--- src/rtl/leaf_stream_bridge_pkg.sv ---
// Shared types for the leaf stream bridge: run-control FSM states and FIFO pointer sizing.
package leaf_bridge_pkg;

    typedef enum logic [1:0] {
        ST_IDLE  = 2'd0,
        ST_RUN   = 2'd1,
        ST_DRAIN = 2'd2,
        ST_DONE  = 2'd3
    } leaf_state_e;

    // One extra pointer bit separates full from empty when the index bits match.
    function automatic int ptr_bits(input int depth);
        return $clog2(depth) + 1;
    endfunction

endpackage

--- src/rtl/leaf_stream_bridge_if.sv ---
// Leaf-side (vld/ack) and operator-side (AXI-stream) buses of the leaf stream bridge.
// Handshake: a word moves when valid and ready/ack are high in the same cycle; valid never
// drops without a transfer and data is held stable while stalled.
interface leaf_stream_bridge_if #(
    parameter int PAYLOAD_BITS  = 32,
    parameter int NUM_IN_PORTS  = 2,
    parameter int NUM_OUT_PORTS = 4
);
    logic [NUM_IN_PORTS*PAYLOAD_BITS-1:0]  dout_leaf_interface2user;
    logic [NUM_IN_PORTS-1:0]               vld_interface2user;
    logic [NUM_IN_PORTS-1:0]               ack_user2interface;
    logic [NUM_OUT_PORTS*PAYLOAD_BITS-1:0] din_leaf_user2interface;
    logic [NUM_OUT_PORTS-1:0]              vld_user2interface;
    logic [NUM_OUT_PORTS-1:0]              ack_interface2user;
    logic [NUM_IN_PORTS*PAYLOAD_BITS-1:0]  in_tdata;
    logic [NUM_IN_PORTS-1:0]               in_tvalid;
    logic [NUM_IN_PORTS-1:0]               in_tready;
    logic [NUM_OUT_PORTS*PAYLOAD_BITS-1:0] out_tdata;
    logic [NUM_OUT_PORTS-1:0]              out_tvalid;
    logic [NUM_OUT_PORTS-1:0]              out_tready;

    modport slave (
        input  dout_leaf_interface2user, vld_interface2user, ack_interface2user,
        input  in_tready, out_tdata, out_tvalid,
        output ack_user2interface, din_leaf_user2interface, vld_user2interface,
        output in_tdata, in_tvalid, out_tready
    );

    modport master (
        output dout_leaf_interface2user, vld_interface2user, ack_interface2user,
        output in_tready, out_tdata, out_tvalid,
        input  ack_user2interface, din_leaf_user2interface, vld_user2interface,
        input  in_tdata, in_tvalid, out_tready
    );
endinterface

--- src/rtl/leaf_stream_bridge_fifo.sv ---
// Per-channel elastic FIFO: registered storage, no push bypass when full, write side held
// closed until the first clock after reset.
module leaf_stream_fifo
    import leaf_bridge_pkg::*;
#(
    parameter int PAYLOAD_BITS = 32,
    parameter int FIFO_DEPTH   = 4
) (
    input  logic                    clk,
    input  logic                    rst_n,
    input  logic [PAYLOAD_BITS-1:0] wr_data,
    input  logic                    wr_valid,
    output logic                    wr_ready,
    output logic [PAYLOAD_BITS-1:0] rd_data,
    output logic                    rd_valid,
    input  logic                    rd_ready
);
    localparam int PW = ptr_bits(FIFO_DEPTH);
    localparam int AW = PW - 1;

    logic [PAYLOAD_BITS-1:0] mem [FIFO_DEPTH];
    logic [PW-1:0]           wr_ptr;
    logic [PW-1:0]           rd_ptr;
    logic                    alive;
    logic                    full;
    logic                    empty;
    logic                    push;
    logic                    pop;

    assign full     = (wr_ptr[PW-1] != rd_ptr[PW-1]) && (wr_ptr[AW-1:0] == rd_ptr[AW-1:0]);
    assign empty    = (wr_ptr == rd_ptr);
    assign wr_ready = alive & ~full;
    assign rd_valid = ~empty;
    assign rd_data  = mem[rd_ptr[AW-1:0]];
    assign push     = wr_valid & wr_ready;
    assign pop      = rd_valid & rd_ready;

    // alive keeps the accept output low throughout reset, not just the pointers clear.
    always_ff @(posedge clk or negedge rst_n) begin
        if (!rst_n) begin
            alive  <= 1'b0;
            wr_ptr <= '0;
            rd_ptr <= '0;
            for (int i = 0; i < FIFO_DEPTH; i++) mem[i] <= '0;
        end else begin
            alive <= 1'b1;
            if (push) begin
                mem[wr_ptr[AW-1:0]] <= wr_data;
                wr_ptr              <= wr_ptr + 1'b1;
            end
            if (pop) rd_ptr <= rd_ptr + 1'b1;
        end
    end

endmodule

--- src/rtl/leaf_stream_bridge.sv ---
// Adapter between leaf_interface vld/ack buses and one HLS operator: per-channel FIFOs,
// ap_start run-control FSM with drain detection, and per-channel word counters.
module leaf_stream_bridge
    import leaf_bridge_pkg::*;
#(
    parameter int PAYLOAD_BITS  = 32,
    parameter int NUM_IN_PORTS  = 2,
    parameter int NUM_OUT_PORTS = 4,
    parameter int FIFO_DEPTH    = 4,
    parameter int CNT_BITS      = 16
) (
    input  logic                            ap_clk,
    input  logic                            ap_rst_n,
    input  logic                            ap_start,
    leaf_stream_bridge_if.slave             bus,
    output logic                            op_ap_start,
    input  logic                            op_ap_done,
    output logic                            busy,
    output logic                            done_pulse,
    output logic [NUM_IN_PORTS*CNT_BITS-1:0]  in_count,
    output logic [NUM_OUT_PORTS*CNT_BITS-1:0] out_count,
    output leaf_state_e                     state_dbg
);
    leaf_state_e state;
    logic        start_q;
    logic        run_enter;
    logic        drained;

    logic [NUM_IN_PORTS-1:0]               in_ack;
    logic [NUM_IN_PORTS-1:0]               in_vld;
    logic [NUM_IN_PORTS*PAYLOAD_BITS-1:0]  in_data;
    logic [NUM_OUT_PORTS-1:0]              out_rdy;
    logic [NUM_OUT_PORTS-1:0]              out_vld;
    logic [NUM_OUT_PORTS*PAYLOAD_BITS-1:0] out_data;

    assign bus.ack_user2interface      = in_ack;
    assign bus.in_tvalid               = in_vld;
    assign bus.in_tdata                = in_data;
    assign bus.out_tready              = out_rdy;
    assign bus.vld_user2interface      = out_vld;
    assign bus.din_leaf_user2interface = out_data;

    assign run_enter = (state == ST_IDLE) && ap_start && !start_q;
    assign drained   = (out_vld == '0) && (bus.out_tvalid == '0);
    assign busy      = (state != ST_IDLE);
    assign state_dbg = state;

    for (genvar i = 0; i < NUM_IN_PORTS; i++) begin : g_in
        logic [CNT_BITS-1:0] cnt;

        leaf_stream_fifo #(.PAYLOAD_BITS(PAYLOAD_BITS), .FIFO_DEPTH(FIFO_DEPTH)) u_fifo (
            .clk      (ap_clk),
            .rst_n    (ap_rst_n),
            .wr_data  (bus.dout_leaf_interface2user[i*PAYLOAD_BITS +: PAYLOAD_BITS]),
            .wr_valid (bus.vld_interface2user[i]),
            .wr_ready (in_ack[i]),
            .rd_data  (in_data[i*PAYLOAD_BITS +: PAYLOAD_BITS]),
            .rd_valid (in_vld[i]),
            .rd_ready (bus.in_tready[i])
        );

        // A transfer in the run-entry cycle is the first word of the new run.
        always_ff @(posedge ap_clk or negedge ap_rst_n) begin
            if (!ap_rst_n) cnt <= '0;
            else           cnt <= (run_enter ? '0 : cnt) + CNT_BITS'(in_vld[i] & bus.in_tready[i]);
        end
        assign in_count[i*CNT_BITS +: CNT_BITS] = cnt;
    end

    for (genvar j = 0; j < NUM_OUT_PORTS; j++) begin : g_out
        logic [CNT_BITS-1:0] cnt;

        leaf_stream_fifo #(.PAYLOAD_BITS(PAYLOAD_BITS), .FIFO_DEPTH(FIFO_DEPTH)) u_fifo (
            .clk      (ap_clk),
            .rst_n    (ap_rst_n),
            .wr_data  (bus.out_tdata[j*PAYLOAD_BITS +: PAYLOAD_BITS]),
            .wr_valid (bus.out_tvalid[j]),
            .wr_ready (out_rdy[j]),
            .rd_data  (out_data[j*PAYLOAD_BITS +: PAYLOAD_BITS]),
            .rd_valid (out_vld[j]),
            .rd_ready (bus.ack_interface2user[j])
        );

        always_ff @(posedge ap_clk or negedge ap_rst_n) begin
            if (!ap_rst_n) cnt <= '0;
            else           cnt <= (run_enter ? '0 : cnt) + CNT_BITS'(out_vld[j] & bus.ack_interface2user[j]);
        end
        assign out_count[j*CNT_BITS +: CNT_BITS] = cnt;
    end

    // start_q tracks ap_start in every state so a level held through DONE cannot retrigger.
    always_ff @(posedge ap_clk or negedge ap_rst_n) begin
        if (!ap_rst_n) begin
            state       <= ST_IDLE;
            start_q     <= 1'b0;
            op_ap_start <= 1'b0;
            done_pulse  <= 1'b0;
        end else begin
            start_q    <= ap_start;
            done_pulse <= 1'b0;
            case (state)
                ST_IDLE: if (run_enter) begin
                    state       <= ST_RUN;
                    op_ap_start <= 1'b1;
                end
                ST_RUN: if (op_ap_done) begin
                    state       <= ST_DRAIN;
                    op_ap_start <= 1'b0;
                end
                ST_DRAIN: if (drained) begin
                    state      <= ST_DONE;
                    done_pulse <= 1'b1;
                end
                ST_DONE: state <= ST_IDLE;
                default: state <= ST_IDLE;
            endcase
        end
    end

endmodule

--- src/flat_wrapper.sv ---
// flat-port wrapper written by rule: the top's interface ports become plain ports
module leaf_stream_bridge_flat import leaf_bridge_pkg::*;
#(
    parameter int PAYLOAD_BITS  = 32,
    parameter int NUM_IN_PORTS  = 2,
    parameter int NUM_OUT_PORTS = 4,
    parameter int FIFO_DEPTH    = 4,
    parameter int CNT_BITS      = 16
)
  (ap_clk, ap_rst_n, ap_start, op_ap_start, op_ap_done, busy, done_pulse, in_count, out_count, state_dbg, bus_dout_leaf_interface2user, bus_vld_interface2user, bus_ack_interface2user, bus_in_tready, bus_out_tdata, bus_out_tvalid, bus_ack_user2interface, bus_din_leaf_user2interface, bus_vld_user2interface, bus_in_tdata, bus_in_tvalid, bus_out_tready);
  leaf_stream_bridge_if #(.PAYLOAD_BITS(PAYLOAD_BITS), .NUM_IN_PORTS(NUM_IN_PORTS), .NUM_OUT_PORTS(NUM_OUT_PORTS)) bus_i ();
  input  logic ap_clk;
  input  logic ap_rst_n;
  input  logic ap_start;
  output logic op_ap_start;
  input  logic op_ap_done;
  output logic busy;
  output logic done_pulse;
  output logic [NUM_IN_PORTS*CNT_BITS-1:0] in_count;
  output logic [NUM_OUT_PORTS*CNT_BITS-1:0] out_count;
  output leaf_state_e state_dbg;
  input wire logic [$bits(bus_i.dout_leaf_interface2user)-1:0] bus_dout_leaf_interface2user;
  input wire logic [$bits(bus_i.vld_interface2user)-1:0] bus_vld_interface2user;
  input wire logic [$bits(bus_i.ack_interface2user)-1:0] bus_ack_interface2user;
  input wire logic [$bits(bus_i.in_tready)-1:0] bus_in_tready;
  input wire logic [$bits(bus_i.out_tdata)-1:0] bus_out_tdata;
  input wire logic [$bits(bus_i.out_tvalid)-1:0] bus_out_tvalid;
  output wire logic [$bits(bus_i.ack_user2interface)-1:0] bus_ack_user2interface;
  output wire logic [$bits(bus_i.din_leaf_user2interface)-1:0] bus_din_leaf_user2interface;
  output wire logic [$bits(bus_i.vld_user2interface)-1:0] bus_vld_user2interface;
  output wire logic [$bits(bus_i.in_tdata)-1:0] bus_in_tdata;
  output wire logic [$bits(bus_i.in_tvalid)-1:0] bus_in_tvalid;
  output wire logic [$bits(bus_i.out_tready)-1:0] bus_out_tready;
  assign bus_i.dout_leaf_interface2user = bus_dout_leaf_interface2user;
  assign bus_i.vld_interface2user = bus_vld_interface2user;
  assign bus_i.ack_interface2user = bus_ack_interface2user;
  assign bus_i.in_tready = bus_in_tready;
  assign bus_i.out_tdata = bus_out_tdata;
  assign bus_i.out_tvalid = bus_out_tvalid;
  assign bus_ack_user2interface = bus_i.ack_user2interface;
  assign bus_din_leaf_user2interface = bus_i.din_leaf_user2interface;
  assign bus_vld_user2interface = bus_i.vld_user2interface;
  assign bus_in_tdata = bus_i.in_tdata;
  assign bus_in_tvalid = bus_i.in_tvalid;
  assign bus_out_tready = bus_i.out_tready;
  leaf_stream_bridge #(.PAYLOAD_BITS(PAYLOAD_BITS), .NUM_IN_PORTS(NUM_IN_PORTS), .NUM_OUT_PORTS(NUM_OUT_PORTS), .FIFO_DEPTH(FIFO_DEPTH), .CNT_BITS(CNT_BITS)) u_core (.ap_clk(ap_clk), .ap_rst_n(ap_rst_n), .ap_start(ap_start), .bus(bus_i), .op_ap_start(op_ap_start), .op_ap_done(op_ap_done), .busy(busy), .done_pulse(done_pulse), .in_count(in_count), .out_count(out_count), .state_dbg(state_dbg));
endmodule
--- config.mk ---
export PLATFORM = sky130hd
export DESIGN_NAME = leaf_stream_bridge_flat
export DESIGN_NICKNAME = d
export VERILOG_FILES = /design/src/rtl/leaf_stream_bridge_pkg.sv /design/src/rtl/leaf_stream_bridge_if.sv /design/src/rtl/leaf_stream_bridge_fifo.sv /design/src/rtl/leaf_stream_bridge.sv /design/src/flat_wrapper.sv
export SDC_FILE = /design/constraint.sdc
export NUM_CORES = 1
export LEC_CHECK = 0
export BUFFER_PORTS_ARGS = -buffer_cell sky130_fd_sc_hd__buf_2
export CORE_UTILIZATION = 50
export DETAILED_ROUTE_END_ITERATION = 12
export HOLD_SLACK_MARGIN = 0.06
export PLACE_DENSITY = 0.79
export SYNTH_ARGS = -nofsm -noshare
export SYNTH_HDL_FRONTEND = slang
export SYNTH_HIERARCHICAL = 1
export SYNTH_SLANG_ARGS = --single-unit
export TNS_END_PERCENT = 5
--- constraint.sdc ---
create_clock -name ap_clk -period 2.5 [get_ports ap_clk]
set_input_delay 0.125 -clock ap_clk [delete_from_list [all_inputs] [get_ports ap_clk]]
set_output_delay 0.125 -clock ap_clk [all_outputs]
set_load 0.03 [all_outputs]
==> results of run 1 <==
-- layout make-up --
class / instances / area (um2)
diodes: 4 / 10.01
repair buffers: 856 / 6235
clock buffers: 138 / 2821
clock inverters: 40 / 614.3
fillers: 5822 / 30950
inverters: 34 / 127.6
flip-flops and latches: 911 / 22810
multi-input cells: 1534 / 18710
well taps: 1134 / 1419
-- sequential cells by signal (all words and copies together), names as in the netlist, 6 cells and up --
register	count
u_core/g_out.u_fifo/mem	512
u_core/g_in.u_fifo/mem	256
u_core/g_out.cnt	64
u_core/g_in.cnt	32
u_core/g_out.u_fifo/rd_ptr	12
u_core/g_out.u_fifo/wr_ptr	12
u_core/g_in.u_fifo/rd_ptr	6
u_core/g_in.u_fifo/wr_ptr	6
-- repair_timing --
item / CTS / global route
hold buffers: 209 / 0
endpoints found under the hold margin: 1496 / 0
gates resized for setup: 14 / 31
pin swaps: 0 / 2
gates cloned: 0 / 1
setup endpoints to repair: 143 / 69
setup buffers: 4 / 3
-- logic make-up after synthesis --
| kind of cell | after synthesis |
|---|---|
| fa+ha+maj | 46 |
| other cells | 6 |
| flops | 911 |
| simple gates | 273 |
| buf+inv | 167 |
| mux | 979 |
| xor+xnor | 109 |
| compound gates | 121 |
-- per-layer routing --
layer | vias to the layer above | wire length (um) | global-route usage, % | share of wire (%)
met2 | 732 | 50860 | 39.78 | 49
li1 | 11300 | - | - | -
met4 | 0 | 4532 | 10.38 | 4.4
met5 | - | 0 | 0 | 0
met3 | 253 | 7146 | 6.884 | 6.9
met1 | 13610 | 41640 | 30.29 | 40
-- stage by stage --
step / std cells / setup slack [ns] / hold slack, ns / total power, mW
detailed placement: 4252 / 0.02428 / 0.1186 / 60.78
finish: 4651 / -0.002209 / 0.2193 / 76.87
floorplan: 2612 / -0.02367 / -0.1706 / 51.09
CTS: 4643 / 0.001732 / 0.1666 / 76.77
global placement: 4252 / 0.06331 / 0.1153 / 59.82
global route: 4649 / -0.08849 / 0.1898 / 80.39
-- worst paths after layout --
kind / start / end / slack, ns / cells past startpoint
setup / recovery: u_core/state_dbg[1] / u_core/g_out[1].cnt[15] / -0.002 / 10
hold / removal: ap_start / u_core/start_q / 0.22 / 2
setup reg to reg: u_core/state_dbg[1] / u_core/g_out[1].cnt[15] / -0.002 / 10
hold reg to reg: u_core/g_out[0].u_fifo/mem[5] / u_core/g_out[0].u_fifo/mem[5] / 0.48 / 1
max in group asynchronous: ap_rst_n / u_core/g_out[3].u_fifo/mem[125] / 1.63 / 3
min in group asynchronous: ap_rst_n / u_core/g_out[2].u_fifo/mem[17] / 0.23 / 3
-- power by group through the flow --
stage	Clock, mW	Combinational (mW)	Sequential (mW)
6_report	15.3	35.8	25.8
5_1_grt	16.1	37.7	26.6
4_1_cts	15.5	35.7	25.6
3_5_place_dp	0	35.1	25.7
3_3_place_gp	0	34.5	25.3
2_1_floorplan	0	26.2	24.9
-- cell usage in the layout, fill, tap and decap left out, types with 69 or more instances in the layout --
cell and n:
dfrtp_1 902, buf_2 511, mux2_2 385, mux2_4 270, dlygate4sd3_1 208, mux4_2 192
mux2_1 126, clkbuf_16 98, buf_4 91, xnor2_1 69
==> results.sh, run 1 <==
export IMPL_outcome="finished, violations left"
export IMPL_violations="setup timing"
export IMPL_synth_edf_count=0
export IMPL_synth_top_area_share_pct=53.83
export IMPL_overflow=0
export IMPL_cts_root_buffer_cell="clkbuf_16"
export IMPL_drt_wirelength_per_cell_um=22.40
export IMPL_switchingPower_mw=29.33
export IMPL_synth_area_um2=42350
export IMPL_yosysMostFrequentCell="dfrtp_1"
export IMPL_setup_tns_ns=-0.002209
export IMPL_period_share_pct=100.1
export IMPL_nNetsFinal=3688
export IMPL_p_int_mw=47.55
export IMPL_fin_util_pct=63.02
export IMPL_drcViolationCount=0
export IMPL_die_h_um=293.0
export IMPL_rows=106
export IMPL_dieArea_um2=85860
export IMPL_slew_violations=0
export IMPL_setup_violations=1
export IMPL_cp_required_ns=3.10
export IMPL_p_leak_nw=24.16
export IMPL_drtIter0Drc=1406
export IMPL_drive_above_1_share_pct=49.90
export IMPL_tightestPinTransition_ns=0.6420
export IMPL_path_cells="inv_2 > ha_4 > nand3b_1 > buf_12 > and2_4 > ha_4 > nand2_2 > or3_4 > or4_4 > a21oi_2"
export IMPL_critPathLaunchType="flop"
export IMPL_synth_cell_types=50
export IMPL_grt_pass1_vias=28440
export IMPL_synth_cells=2612
export IMPL_pin_count=513
export IMPL_hp_class="input pin to flop"
export IMPL_crit_fanout=7
export IMPL_clkTransAtPathRegs_ns=0.06
export IMPL_grt_start_max_net_pins=106
export IMPL_drtPass1Iterations=5
export IMPL_synthTopCellsByArea="dfrtp_1 (54%), mux2_2 (10%), mux4_2 (10%)"
export IMPL_h_tree_depth=3
export IMPL_synthSimpleGateAreaFrac_pct=3.218
export IMPL_synth_top_family_by_area="multiplexers"
export IMPL_clockBufferDepth=3
export IMPL_maxCapViolCount=0
export IMPL_cts_tree="yes"
export IMPL_critical_path_arrival_ns=3.10
export IMPL_cp_end_kind="flop"
export IMPL_path_delay_family="simple AND/OR/NAND/NOR gates"
export IMPL_relSlewSlack_pct=57.20
export IMPL_grt_pass1_wl_um=163600
export IMPL_critPathKind="flop to flop"
export IMPL_max_vdd_ir_drop_v=0.001102
export IMPL_setup_slack_ns=-0.002209
export IMPL_synth_net_count=2866
export IMPL_yosys_top_cells_count="dfrtp_1 (911), mux2_2 (385), mux2_4 (270), mux4_2 (192), mux2_1 (126)"
export IMPL_fin_skew_ns=0.02882
export IMPL_ys_flop_type="dfrtp_1"
export IMPL_placed_cell_area_um2=46900
export IMPL_yosysTopAreaCell="dfrtp_1"
export IMPL_path_buf_inv=2
export IMPL_grt_use_total_pct=24.33
export IMPL_synth_compound_area_share_pct=2.795
export IMPL_synthXorXnorAreaFrac_pct=2.573
export IMPL_cp_slowest_cell="or4_4"
export IMPL_clock_sinks=911
export IMPL_insertion_delay_ns=0.68
export IMPL_post_synth_cell_area_avg_um2=16.21
export IMPL_cpPeakStageDelay_ns=0.51
export IMPL_async_reset_ff_share_pct=100.0
export IMPL_finalHoldViolCount=0
export IMPL_p_seq_share_pct=33.6
export IMPL_die_w_um=293.0
export IMPL_p_clk_share_pct=19.9
export IMPL_powerDensity_nw_per_um2=1458
export IMPL_cp_common_cell="ha_4"
export IMPL_cts_buffers=97
export IMPL_min_period_ns=2.502
export IMPL_synth_mux_area_share_pct=33.51
export IMPL_wl_um=104200
export IMPL_coreArea_um2=83690
export IMPL_antenna_found_initial=4
export IMPL_rsz0062_at_grt="true"
export IMPL_power_frac_comb_pct=46.6
export IMPL_netSwitchingFraction_pct=38.15
export IMPL_place_congestion=0.8501
export IMPL_synthAdderAreaFrac_pct=1.359
export IMPL_stdcell_area_um2=52740
export IMPL_initial_core_util_pct=50.60
export IMPL_ant_nets=0
export IMPL_portBuffers=512
export IMPL_synth_seq_cells=911
export IMPL_ys_seq_area_share_pct=53.83
export IMPL_max_freq_mhz=399.6
export IMPL_syn2layout_area_growth_pct=24.54
export IMPL_viasPerCell=5.568
export IMPL_vias=25900
export IMPL_hpwl_um=65850
export IMPL_ys_warn_count=6
Note: power is estimated with default switching activity, not from simulation.
==> inputs of run 2 (changes only) <==
--- a/config.mk
+++ b/config.mk
@@ -10,6 +10,7 @@
 export DETAILED_ROUTE_END_ITERATION = 12
 export HOLD_SLACK_MARGIN = 0.06
 export PLACE_DENSITY = 0.79
+export REMOVE_ABC_BUFFERS = 1
 export SYNTH_ARGS = -nofsm -noshare
 export SYNTH_HDL_FRONTEND = slang
 export SYNTH_HIERARCHICAL = 1
==> run 2 against run 1 <==
Compared with the run above:
- combinational power barely moved
- clock-buffer cell count grew 5
- non-clock buffer count is 19 higher
- core utilization barely moved
- die area unchanged
- the run now ends clean
- sequential cell count unchanged
- setup slack improved by 0.098 ns
- sequential power is essentially flat
- clock skew down 0.010 ns
- final cell count increased by 0.39%
- critical endpoint is now bus_in_tdata[48]
- sequential share of layout area about the same
- highest routed layer is now met5
- critical path type is now flop to output port
- first-iteration DRC count decreased by 16%
==> results.sh, run 2 (synthesis gave the netlist of run 1 again) <==
export IMPL_cts_tree="yes"
export IMPL_max_vdd_ir_drop_v=0.001384
export IMPL_rows=106
export IMPL_cts_buffers=97
export IMPL_critical_path_arrival_ns=2.28
export IMPL_cp_end_kind="output port"
export IMPL_drt_wirelength_per_cell_um=21.85
export IMPL_layout_cells_most_common="dfrtp_1"
export IMPL_fin_util_pct=63.07
export IMPL_place_congestion=0.8319
export IMPL_path_cells="buf_4 > buf_4 > mux4_2 > buf_2"
export IMPL_grt_use_total_pct=23.95
export IMPL_setup_tns_ns=0
export IMPL_clock_sinks=911
export IMPL_holdWs_ns=0.1963
export IMPL_die_h_um=293.0
export IMPL_nNetsFinal=3707
export IMPL_outcome="completed"
export IMPL_tightestPinTransition_ns=0.5683
export IMPL_clockBufferDepth=3
export IMPL_max_freq_mhz=415.9
export IMPL_drtPass1Iterations=5
export IMPL_min_period_ns=2.404
export IMPL_vias=25760
export IMPL_drcViolationCount=0
export IMPL_drive_above_1_share_pct=49.33
export IMPL_cp_common_cell="buf_4"
export IMPL_crit_fanout=34
export IMPL_top_regs="u_core/g_out.u_fifo/mem x512, u_core/g_in.u_fifo/mem x256, u_core/g_out.cnt x64"
export IMPL_finalHoldViolCount=0
export IMPL_hp_class="input pin to async pin"
export IMPL_setup_violations=0
export IMPL_p_seq_share_pct=33.6
export IMPL_grt_pass1_vias=28290
export IMPL_cpPeakStageDelay_ns=0.47
export IMPL_syn2layout_area_growth_pct=24.63
export IMPL_ant_nets=0
export IMPL_p_clk_share_pct=19.2
export IMPL_initial_core_util_pct=50.60
export IMPL_setup_slack_ns=0.09553
export IMPL_insertion_delay_ns=0.66
export IMPL_coreArea_um2=83690
export IMPL_cp_slowest_cell="buf_4"
export IMPL_relSlewSlack_pct=62.11
export IMPL_grt_met2_usage_pct=40.19
export IMPL_overflow=0
export IMPL_grt_pass1_wl_um=161600
export IMPL_critPathLaunchType="flop"
export IMPL_power_frac_comb_pct=47.2
export IMPL_grtUsageMet1_pct=30.10
export IMPL_die_w_um=293.0
export IMPL_cts_root_buffer_cell="clkbuf_16"
export IMPL_antenna_found_initial=8
export IMPL_fin_skew_ns=0.01874
export IMPL_placed_cell_area_um2=47170
export IMPL_final_cell_mix="dfrtp_1 (903), buf_2 (511), mux2_2 (385)"
export IMPL_netSwitchingFraction_pct=38.12
export IMPL_period_share_pct=96.18
export IMPL_wl_um=102000
export IMPL_rsz0062_at_grt="true"
export IMPL_grt_start_max_net_pins=88
export IMPL_slew_violations=0
export IMPL_grt_busiest_layer="met2"
export IMPL_p_leak_nw=24.21
export IMPL_top_register="u_core/g_out.u_fifo/mem"
export IMPL_largest_reg_flops=512
export IMPL_clkTransAtPathRegs_ns=0.06
export IMPL_dieArea_um2=85860
export IMPL_portBuffers=512
export IMPL_p_int_mw=47.31
export IMPL_stdcell_area_um2=52780
export IMPL_viasPerCell=5.517
export IMPL_dp_slack_ns=0.04297
export IMPL_drtIter0Drc=1183
export IMPL_powerDensity_nw_per_um2=1449
export IMPL_critPathKind="flop to output port"
export IMPL_cp_required_ns=2.38
export IMPL_maxCapViolCount=0
export IMPL_use_met3_pct=6.051
export IMPL_switchingPower_mw=29.15
export IMPL_h_tree_depth=3
export IMPL_pin_count=513
export IMPL_hpwl_um=66670
==> run 2: cell types whose count changed in the layout (fill, tap and decap cells not counted), moves of 3 or more <==
cell,before,now
buf_12,40,51
buf_4,91,95
buf_6,0,3
bufinv_16,12,8
clkbuf_1,17,23
ha_1,39,42
nand3_1,30,37
nand3_2,6,0
nor3_1,9,12
nor4_1,18,22
==> run 2: cell type report <==
cell class | count | area, um2
tap | 1134 | 1419
timing repair buffer | 875 | 6548
inverter | 34 | 127.6
multi-input combinational | 1534 | 18560
fill | 5823 | 30910
sequential | 911 | 22810
antenna | 6 | 15.01
clock buffer | 143 | 2830
clock inverter | 32 | 471.7
==> run 2: per-stage QoR <==
| stage | cells | total power, mW |
|---|---|---|
| detailed placement | 4276 | 61.23 |
| global route | 4667 | 80.08 |
| CTS | 4660 | 76.68 |
| finish | 4669 | 76.46 |
| global placement | 4276 | 60.17 |
| floorplan | 2479 | 50.50 |
==> run 2: per-layer routing <==
metal,share of wire (%),vias to the layer above
met5,0.0098,-
met1,41,13540
met3,6.5,184
li1,-,11380
met2,50,658
met4,2.9,2
==> run 2: worst paths after layout <==
kind / to / cells past startpoint / slack, ns / from
min in group ap_clk: u_core/g_out[2].u_fifo/mem[48] / 3 / 0.26 / bus_out_tdata[80]
min: u_core/g_in[1].u_fifo/mem[29] / 3 / 0.20 / ap_rst_n
max: bus_in_tdata[48] / 4 / 0.1 / u_core/g_in[1].u_fifo/rd_ptr[1]
min reg2reg: u_core/g_out[0].u_fifo/mem[4] / 1 / 0.48 / u_core/g_out[0].u_fifo/mem[4]
max reg2reg: u_core/g_out[1].cnt[15] / 10 / 0.12 / u_core/state_dbg[0]
max in group asynchronous: u_core/g_out[1].u_fifo/mem[14] / 4 / 1.77 / ap_rst_n
==> run 2: what timing repair did <==
item / in CTS / in global routing
setup endpoints to repair: 174 / 23
buffers inserted: 0 / 2
resized for setup: 17 / 16
pin swaps: 0 / 3
gates cloned: 0 / 1
hold buffers: 209 / 0
endpoints found under the hold margin: 1292 / 0
==> run 2: critical path, delay by kind of cell, from the launching register on <==
kind | cells | cell delay, ns
buffers and inverters | 3 | 0.82
flip-flops | 1 | 0.36
multiplexers | 1 | 0.42
==> run 2: power by group through the flow <==
stage	registers, mW	logic [mW]	clock network, mW
6_report	25.7	36.1	14.7
5_1_grt	26.5	38.0	15.5
4_1_cts	25.6	36.1	15.0
3_5_place_dp	25.7	35.6	0
3_3_place_gp	25.3	34.9	0
2_1_floorplan	26.1	24.4	0
==> inputs of run 3 (changes only) <==
--- a/config.mk
+++ b/config.mk
@@ -6,10 +6,12 @@
 export NUM_CORES = 1
 export LEC_CHECK = 0
 export BUFFER_PORTS_ARGS = -buffer_cell sky130_fd_sc_hd__buf_2
+export CORE_ASPECT_RATIO = 1.1
 export CORE_UTILIZATION = 50
 export DETAILED_ROUTE_END_ITERATION = 12
 export HOLD_SLACK_MARGIN = 0.06
 export PLACE_DENSITY = 0.79
+export RECOVER_POWER = 50
 export REMOVE_ABC_BUFFERS = 1
 export SYNTH_ARGS = -nofsm -noshare
 export SYNTH_HDL_FRONTEND = slang
==> run 3 against run 2 <==
Compared with the run above:
- core utilization down 0.56 points
- critical path depth up 6
- clock skew up 0.023 ns
- die area about the same
- sequential share of layout area up 0.43 points
- register-to-register slack worse by 0.03 ns
- critical path type is now flop to flop
==> results.sh, run 3 (synthesis gave the netlist of run 1 again) <==
export IMPL_die_w_um=279.5
export IMPL_syn2layout_area_growth_pct=23.41
export IMPL_cp_required_ns=3.05
export IMPL_grt_start_max_net_pins=82
export IMPL_stdcell_area_um2=52260
export IMPL_p_int_mw=47.42
export IMPL_overflow=0
export IMPL_cts_tree="yes"
export IMPL_drtIter0Drc=1465
export IMPL_antenna_found_initial=11
export IMPL_cts_buffers=95
export IMPL_drt_wirelength_per_cell_um=22.42
export IMPL_cp_slowest_cell="or4_4"
export IMPL_ant_nets=0
export IMPL_powerDensity_nw_per_um2=1471
export IMPL_clkTransAtPathRegs_ns=0.06
export IMPL_drcViolationCount=0
export IMPL_grt_pass1_vias=28520
export IMPL_clockBufferDepth=3
export IMPL_setup_violations=0
export IMPL_cp_common_cell="ha_2"
export IMPL_top_regs="u_core/g_out.u_fifo/mem x512, u_core/g_in.u_fifo/mem x256, u_core/g_out.cnt x64"
export IMPL_p_clk_share_pct=19.6
export IMPL_max_freq_mhz=414.1
export IMPL_initial_core_util_pct=50.65
export IMPL_cp_end_kind="flop"
export IMPL_relSlewSlack_pct=2.060
export IMPL_grt_use_total_pct=24.56
export IMPL_setup_slack_ns=0.08510
export IMPL_hpwl_um=66710
export IMPL_vias=25960
export IMPL_drtPass1Iterations=7
export IMPL_period_share_pct=96.60
export IMPL_min_period_ns=2.415
export IMPL_cpPeakStageDelay_ns=0.49
export IMPL_fin_skew_ns=0.04139
export IMPL_place_congestion=0.8182
export IMPL_wl_um=104200
export IMPL_p_leak_nw=23.60
export IMPL_layout_cells_most_common="dfrtp_1"
export IMPL_critPathKind="flop to flop"
export IMPL_r2r_slack_ns=0.09
export IMPL_finalHoldViolCount=0
export IMPL_grt_pass1_wl_um=165000
export IMPL_hp_class="input pin to flop"
export IMPL_nNetsFinal=3695
export IMPL_cts_root_buffer_cell="clkbuf_16"
export IMPL_tightestPinTransition_ns=1.469
export IMPL_netSwitchingFraction_pct=38.29
export IMPL_dieArea_um2=85860
export IMPL_insertion_delay_ns=0.66
export IMPL_coreArea_um2=83610
export IMPL_critical_path_arrival_ns=2.96
export IMPL_final_cell_mix="dfrtp_1 (904), buf_2 (413), mux2_2 (385)"
export IMPL_drive_above_1_share_pct=45.66
export IMPL_largest_reg_flops=512
export IMPL_maxCapViolCount=0
export IMPL_outcome="completed"
export IMPL_holdWs_ns=0.2684
export IMPL_placed_cell_area_um2=47020
export IMPL_portBuffers=512
export IMPL_switchingPower_mw=29.43
export IMPL_dp_slack_ns=0.008070
export IMPL_clock_sinks=911
export IMPL_h_tree_depth=3
export IMPL_critPathLaunchType="flop"
export IMPL_path_cells="inv_2 > ha_2 > nand3b_1 > buf_12 > and2_4 > ha_2 > nand2_2 > or3_4 > or4_4 > a21oi_2"
export IMPL_fin_util_pct=62.51
export IMPL_crit_fanout=8
export IMPL_p_seq_share_pct=33.6
export IMPL_slew_violations=0
export IMPL_pin_count=513
export IMPL_max_vdd_ir_drop_v=0.001293
export IMPL_rows=111
export IMPL_power_frac_comb_pct=46.8
export IMPL_die_h_um=307.2
export IMPL_viasPerCell=5.583
export IMPL_top_register="u_core/g_out.u_fifo/mem"
export IMPL_fillCellCount=5897
run 3: cell count changes in the layout (fill, tap and decap cells not counted), sizes merged:
cell | before | now
diode | 6 | 7
inv | 37 | 35
bufinv | 8 | 13
clkbuf | 144 | 276
clkinv | 16 | 14
buf | 666 | 519
clkinvlp | 5 | 3
run 3: worst paths after layout:
path / depth (start not counted) / start / endpoint
max: 10 / u_core/state_dbg[0] / u_core/g_out[1].cnt[15]
max reg2reg: 10 / u_core/state_dbg[0] / u_core/g_out[1].cnt[15]
min in group asynchronous: 3 / ap_rst_n / u_core/g_out[2].u_fifo/wr_ptr[0]
max in group asynchronous: 3 / ap_rst_n / u_core/g_in[0].u_fifo/rd_ptr[1]
min: 3 / bus_out_tdata[9] / u_core/g_out[0].u_fifo/mem[9]
min reg2reg: 1 / u_core/g_out[0].u_fifo/mem[9] / u_core/g_out[0].u_fifo/mem[9]
run 3: cell type report:
class                      instances  area, um2  share of cell area (%)
sequential                       911      22810                   43.64
clock buffer                     138       2811                   5.380
inverter                          34      127.6                  0.2442
multi-input combinational       1534      18530                   35.46
tap                             1130       1414                   2.705
clock inverter                    31      554.3                   1.061
antenna                            7      17.52                 0.03352
timing repair buffer             865       6000                   11.48
run 3: stage by stage:
| stage | std cells | setup TNS [ns] | power, mW |
|---|---|---|---|
| after global routing | 4649 | -0.06229 | 80.48 |
| final | 4650 | 0 | 76.85 |
| after detailed placement | 4261 | 0 | 61.35 |
| after CTS | 4639 | 0 | 77.25 |
| after floorplan | 2479 | -1024.62 | 50.50 |
| after global placement | 4261 | 0 | 60.30 |
run 3: critical path: cells and delay by family (launching register included):
kind                       cells  cell delay (ns)
DFF                            1             0.35
and+or+nand+nor                5             1.28
AOI/OAI and AO/OA              1             0.12
adders and majority gates      2             0.37
buffers and inverters          2             0.20
run 3: repair_timing:
| action | in CTS | in global routing |
|---|---|---|
| hold endpoints to repair | 1715 | 0 |
| pin swaps | 0 | 3 |
| hold buffers | 209 | 0 |
| setup endpoints to repair | 160 | 24 |
| cloned | 0 | 1 |
| buffers inserted | 0 | 3 |
| resized for setup | 15 | 24 |
run 3: metal layers:
layer | global-route usage, % | share of wire, % | up-vias
met5 | 0 | 0.041 | -
met4 | 10.05 | 3.8 | 6
met3 | 5.424 | 5.7 | 212
met2 | 41.51 | 50 | 696
met1 | 30.59 | 40 | 13720
li1 | - | - | 11330
run 3: power by group through the flow:
stage | registers, mW | logic, mW | clock network [mW]
after global placement | 25.3 | 35.0 | 0
after global routing | 26.6 | 37.9 | 16.0
final | 25.8 | 35.9 | 15.1
after floorplan | 26.1 | 24.4 | 0
after CTS | 25.6 | 36.3 | 15.4
after detailed placement | 25.7 | 35.7 | 0
